**config.mk**
```make
export PLATFORM = sky130hd
export DESIGN_NAME = bounce_shifter
export DESIGN_NICKNAME = d
export VERILOG_FILES = /design/src/rtl/shift_pkg.sv /design/src/rtl/bounce_shifter_dwell_timer.sv /design/src/rtl/bounce_shifter.sv
export SDC_FILE = /design/constraint.sdc
export NUM_CORES = 1
export LEC_CHECK = 0
export CAP_MARGIN = 20
export CORE_MARGIN = 1.5
export CORE_UTILIZATION = 40
export CTS_CLUSTER_SIZE = 40
export DETAILED_ROUTE_END_ITERATION = 10
export DONT_BUFFER_PORTS = 1
export MAX_ROUTING_LAYER = met4
export PLACE_DENSITY = 0.57
export REMOVE_ABC_BUFFERS = 1
export SLEW_MARGIN = 20
export SYNTH_ARGS = -nofsm -noshare
export SYNTH_HDL_FRONTEND = slang
export SYNTH_SLANG_ARGS = --single-unit
export TNS_END_PERCENT = 30
```
**constraint.sdc**
```tcl
create_clock -name clk -period 5.2 [get_ports clk]
set_input_delay 1.04 -clock clk [delete_from_list [all_inputs] [get_ports clk]]
set_output_delay 1.04 -clock clk [all_outputs]
set_load 0.02 [all_outputs]
```
**src/rtl/shift_pkg.sv**
```systemverilog
// ---------------------------------------------------------------------------
// shift_pkg
// Shared types and sizing helper for the bounce_shifter scanner.
//   mode_t    : runtime scan mode (bounce / rotate-left / rotate-right / freeze)
//   state_t   : top-level FSM states (start hold, running)
//   cnt_width : bits needed to hold the values 0..n-1 (never less than 1)
// No ports (package).
// ---------------------------------------------------------------------------
package shift_pkg;

    typedef enum logic [1:0] {
        MODE_BOUNCE = 2'b00,
        MODE_ROT_L  = 2'b01,
        MODE_ROT_R  = 2'b10,
        MODE_FREEZE = 2'b11
    } mode_t;

    typedef enum logic {
        S_START = 1'b0,
        S_RUN   = 1'b1
    } state_t;

    // A counter that only ever holds 0 still needs one physical bit.
    function automatic int cnt_width(input int n);
        return (n <= 2) ? 1 : $clog2(n);
    endfunction

endpackage

```
**src/rtl/bounce_shifter_dwell_timer.sv**
```systemverilog
// ---------------------------------------------------------------------------
// dwell_timer
// Modulo-DWELL counter that decides when the scanner may move to its next
// position. The counter only advances on tick, so a stalled scanner keeps
// its place inside the dwell period.
// Parameters:
//   DWELL : cycles spent on each position (>= 1)
// Ports:
//   clk   in  rising-edge clock
//   reset in  synchronous, active-high reset (counter to 0)
//   tick  in  one enabled running cycle
//   step  out single-cycle pulse on the last tick of a dwell period
// ---------------------------------------------------------------------------
module dwell_timer
    import shift_pkg::*;
#(
    parameter int DWELL = 1
) (
    input  logic clk,
    input  logic reset,
    input  logic tick,
    output logic step
);

    localparam int            CW   = cnt_width(DWELL);
    localparam logic [CW-1:0] LAST = CW'(DWELL - 1);

    logic [CW-1:0] cnt;

    always_ff @(posedge clk) begin
        if (reset) begin
            cnt <= '0;
        end else if (tick) begin
            cnt <= (cnt == LAST) ? '0 : cnt + 1'b1;
        end
    end

    assign step = tick && (cnt == LAST);

endmodule

```
**src/rtl/bounce_shifter.sv**
```systemverilog
// ---------------------------------------------------------------------------
// bounce_shifter
// One-hot position scanner: a single lit bit walks across a WIDTH-bit vector,
// either bouncing between the ends or rotating in either direction. After
// reset bit0 is held for START_HOLD enabled cycles, then every position is
// shown for DWELL enabled cycles.
// Parameters:
//   WIDTH      : number of positions (>= 2)
//   START_HOLD : enabled cycles bit0 is held after reset (0 = no hold)
//   DWELL      : enabled cycles per position while running (>= 1)
// Ports:
//   clk     in  rising-edge clock
//   reset   in  synchronous, active-high reset; overrides all other inputs
//   en      in  advance enable; low freezes all state
//   mode    in  00 bounce, 01 rotate-left, 10 rotate-right, 11 freeze
//   count   out one-hot position (1 << pos)
//   dir     out 1 = moving toward MSB, 0 = toward LSB
//   end_hit out 1-cycle pulse when pos has just stepped onto 0 or WIDTH-1
//   pos     out binary index of the lit bit (only with SHIFT_POS_EN)
// Build option:
//   SHIFT_POS_EN : when defined, adds the registered pos output port.
// ---------------------------------------------------------------------------
module bounce_shifter
    import shift_pkg::*;
#(
    parameter int WIDTH      = 8,
    parameter int START_HOLD = 4,
    parameter int DWELL      = 1
) (
    input  logic             clk,
    input  logic             reset,
    input  logic             en,
    input  logic [1:0]       mode,
    output logic [WIDTH-1:0] count,
    output logic             dir,
    output logic             end_hit
`ifdef SHIFT_POS_EN
    ,
    output logic [$clog2(WIDTH)-1:0] pos
`endif
);

    localparam int            PW         = $clog2(WIDTH);
    localparam int            SW         = cnt_width(START_HOLD);
    localparam logic [PW-1:0] POS_MAX    = PW'(WIDTH - 1);
    localparam logic [SW-1:0] START_LAST = SW'((START_HOLD > 0) ? START_HOLD - 1 : 0);

    state_t        state_q;
    state_t        state_d;
    logic [SW-1:0] start_q;
    logic [SW-1:0] start_d;
    logic [PW-1:0] pos_q;
    logic [PW-1:0] pos_d;
    logic [PW-1:0] step_pos;
    logic          dir_q;
    logic          dir_d;
    logic          step_dir;
    logic          active;
    logic          dwell_step;
    logic          do_step;
    mode_t         cur_mode;

    assign cur_mode = mode_t'(mode);
    assign active   = en && (cur_mode != MODE_FREEZE);
    assign dir      = dir_q;

`ifdef SHIFT_POS_EN
    assign pos = pos_q;
`endif

    // The dwell timer only runs once the start hold is over, so it sits at 0
    // when the first step out of S_START happens.
    dwell_timer #(
        .DWELL(DWELL)
    ) u_dwell (
        .clk  (clk),
        .reset(reset),
        .tick (active && (state_q == S_RUN)),
        .step (dwell_step)
    );

    // Where the lit bit would go if a step happened this cycle. The mode is
    // only consulted here, so a mode change takes effect at the next step.
    always_comb begin
        step_pos = pos_q;
        step_dir = dir_q;
        case (cur_mode)
            MODE_ROT_L: begin
                step_dir = 1'b1;
                step_pos = (pos_q == POS_MAX) ? '0 : pos_q + 1'b1;
            end
            MODE_ROT_R: begin
                step_dir = 1'b0;
                step_pos = (pos_q == '0) ? POS_MAX : pos_q - 1'b1;
            end
            default: begin
                // Bounce turns around on the end position itself, so each end
                // is shown once per pass. Freeze never steps.
                if (dir_q) begin
                    if (pos_q == POS_MAX) begin
                        step_pos = POS_MAX - 1'b1;
                        step_dir = 1'b0;
                    end else begin
                        step_pos = pos_q + 1'b1;
                    end
                end else begin
                    if (pos_q == '0) begin
                        step_pos = PW'(1);
                        step_dir = 1'b1;
                    end else begin
                        step_pos = pos_q - 1'b1;
                    end
                end
            end
        endcase
    end

    // Start-hold / run sequencing and the decision to step.
    always_comb begin
        state_d = state_q;
        start_d = start_q;
        do_step = 1'b0;
        if (active) begin
            case (state_q)
                S_START: begin
                    start_d = start_q + 1'b1;
                    if (start_q == START_LAST) begin
                        state_d = S_RUN;
                        do_step = 1'b1;
                    end
                end
                default: begin
                    do_step = dwell_step;
                end
            endcase
        end
        pos_d = do_step ? step_pos : pos_q;
        dir_d = do_step ? step_dir : dir_q;
    end

    // State register. count is rebuilt from the next position so it always
    // has the same timing as pos and can never be zero.
    always_ff @(posedge clk) begin
        if (reset) begin
            if (START_HOLD == 0) begin
                state_q <= S_RUN;
            end else begin
                state_q <= S_START;
            end
            start_q <= '0;
            pos_q   <= '0;
            dir_q   <= 1'b1;
            count   <= WIDTH'(1);
            end_hit <= 1'b0;
        end else begin
            state_q <= state_d;
            start_q <= start_d;
            pos_q   <= pos_d;
            dir_q   <= dir_d;
            count   <= WIDTH'(1) << pos_d;
            end_hit <= do_step && ((step_pos == '0) || (step_pos == POS_MAX));
        end
    end

endmodule

```
==> out/results.ini <==
[status]
status=finished, final reports clean

[timing]
hold_viol_final=0
period_needed_ns=2.42
tns_ns=0
whs_ns=0.481
fin_crit_sh_pct=46.6
skew_ns=0.00283
max_clock_freq_ghz=0.413
finalSetupViolations=0
tightestPinTransition_ns=0.448
grt_setup_unrepaired=no
slew_headroom_pct=70.0
setup_slack_ns=2.78
slew_viol_final=0

[floorplanning]
fp.dieW_um=50.3
start_util_pct=43.9
ios=15
die_area_um2=2530
die_y_um=50.3
row_count=16
core_um2=2040

[setup_path]
crit_chain=inv_1 -> ha_1 -> a221o_1 -> a21oi_2 -> a31oi_2 -> or3_1 -> a211oi_2
max_stage_delay_ns=0.43
worst_setup_path_end_kind=flop
critPathKind=input port to flop
crit_fanout=9
cp-startpoint=mode[0]
critPathRequiredTime_ns=5.41
worstSetupEndpoint=end_hit$_SDFF_PP0_
crit_path_start_kind=input port
cp.depth=7
worstPathArrival_ns=2.63
crit_path_top_delay_cell=or3_1
reg2reg_to=end_hit$_SDFF_PP0_
path_delay_family=compound AO/OA/AOI/OAI gates
r2r_slack_ns=2.81
worst-path-buf-inv=1
r2r-start=pos_q[1]$_SDFF_PP0_
r2r_cells=8

[logic_synthesis]
ys_types=33
synth-async-reset-ratio_pct=0
synth_warnings=0
yosys_most_used_dff=dfxtp_1
yosys.area.top_type=dfxtp_1
synth_area_um2=896
ys_top_cells_by_area=dfxtp_1, ha_1, nor2_1, inv_1, a21oi_1
ys_seq_elements=16
synth_common_cells=nor2_1, dfxtp_1, inv_1
avgSynthCellArea_um2=8.61
synth_seq_area_share_pct=35.8
synth_top_area_share_pct=35.8
synthCells=104
synth-edff-count=0
yosysMostFrequentCell=nor2_1

[placed_design]
dp_slack_ns=2.49
dp.cells=128
gp_congestion=0.779
place_area_um2=910
numPortBuffers=0
dp_hpwl_mm=1.31

[power_and_ir_drop]
swShare_pct=24.0
combPwrFrac_pct=12.2
vdd_ir_drop_max_mv=0.190
leakage_nw=0.397
cellPowerDensity_nw_per_um2=250
internal_power_uw=180
switching_power_uw=56.8
pwr-share-seq_pct=54.0
p_clk_share_pct=33.8
power_uw=236

[worst_hold_path]
min_path_type=flop to flop

[clocking]
clkSlewWorstSetupHoldPaths_ns=0.09
cts_buffer_depth=2
clock_latency_ns=0.28
htree_num_levels=1
postCtsSetupBuffers=0
cts_buffers=3
cts_num_sinks=16
tritoncts=done
hold_buffers=0
cts-root-buf=clkbuf_4
post_cts_resized=0

[cells_and_area]
area.growth.synth_to_final_pct=5.59
drive_gt1_share_pct=9.52
nets=121
postLayoutCoreUtil_pct=46.3
final_cells=132
finalInstanceArea_um2=946
diodes=0

[detailed_routing]
dr.pass1.iters=4
drc=0
ant_nets=0
via_per_inst=5.44
num_vias=718
routed_wl_mm=1.69
drt-initial-drc-count=13
wl_per_cell_um=12.8

[global_route]
grt_pass1_vias=621
grt_pass1_wl_mm=2.76
antenna_found_initial=0
grt-ovfl-total=0
gr-usage-all-layers_pct=14.5
grt_max_degree=12

[flow_run]
cap_violations=0

-- flip-flops by register name, indices dropped and copies added (netlist names) --
name / cells
start_q: 2
count: 8
pos_q: 3
dir: 1
state_q: 1
end_hit: 1
-- worst reg2reg max path, delay by kind of cell, from the launching register on --
family / cells / cell delay [ns]
buffers and inverters: 1 / 0.13
AOI/OAI and AO/OA: 4 / 0.80
adders and majority gates: 2 / 0.47
DFF: 1 / 0.50
and+or+nand+nor: 1 / 0.43
-- cells in the final DEF, fill, tap and decap left out, drive strengths merged --
| master | instances |
|---|---|
| nor2 | 17 |
| dfxtp | 16 |
| inv | 11 |
| ha | 10 |
| nand2 | 6 |
| a21oi | 6 |
| clkbuf | 4 |
| nand2b | 3 |
| nand3 | 3 |
| and2 | 3 |
| a31oi | 3 |
| a22oi | 2 |
| a221o | 2 |
| o21ai | 2 |
| nor3 | 2 |
| or3 | 2 |
| o32a | 2 |
| or2 | 1 |
| mux2 | 1 |
| a32oi | 1 |
| nor2b | 1 |
| o2bb2ai | 1 |
| o32ai | 1 |
| a21o | 1 |
| xnor2 | 1 |
| a211oi | 1 |
| mux2i | 1 |
| o211ai | 1 |
-- metal layers --
metal  vias to the layer above  wire length [um]  GRT usage, %
met2                        17               810          23.7
met1                       338               797          17.9
met3                         2                74          5.36
li1                        361                 -             -
met5                         -                 0             -
met4                         0                 7          1.35
-- cell families after synthesis --
| family | Yosys count | share of synthesized area, % |
|---|---|---|
| AND/OR/NAND/NOR | 38 | 19.4 |
| XOR/XNOR | 1 | 0.978 |
| adder cells (fa/ha/maj) | 10 | 14.0 |
| buffers and inverters | 14 | 6.84 |
| AO/OA/AOI/OAI | 23 | 20.7 |
| multiplexers | 2 | 2.37 |
| flip-flops | 16 | 35.8 |
-- power by group through the flow --
stage                     Sequential, mW  Combinational, mW  Clock [mW]
after CTS                          0.128             0.0287      0.0819
after global routing               0.128             0.0320      0.0893
after detailed placement           0.131             0.0285           0
after global placement             0.131             0.0282           0
after floorplan                    0.130             0.0240           0
final                              0.128             0.0288      0.0799
-- how the worst min path moves through the flow --
| stage | cells after the start | endpoint | start | slack [ns] |
|---|---|---|---|---|
| floorplan | 2 | start_q[1]$_SDFFE_PP0P_ | start_q[1]$_SDFFE_PP0P_ | 0.45 |
| global placement | 2 | start_q[1]$_SDFFE_PP0P_ | start_q[1]$_SDFFE_PP0P_ | 0.46 |
| detailed placement | 2 | start_q[1]$_SDFFE_PP0P_ | start_q[1]$_SDFFE_PP0P_ | 0.47 |
| CTS | 2 | start_q[1]$_SDFFE_PP0P_ | start_q[1]$_SDFFE_PP0P_ | 0.49 |
| global route | 2 | start_q[1]$_SDFFE_PP0P_ | start_q[1]$_SDFFE_PP0P_ | 0.54 |
| finish | 2 | start_q[1]$_SDFFE_PP0P_ | start_q[1]$_SDFFE_PP0P_ | 0.48 |
-- layout make-up --
cell class	instances	area (um2)
Clock buffer	4	36.3
Inverter	11	41.3
Sequential cell	16	320
Fill cell	220	1100
Multi-Input combinational cell	74	514
Tap cell	27	33.8
No activity file was read; power rests on OpenSTA's default activity.
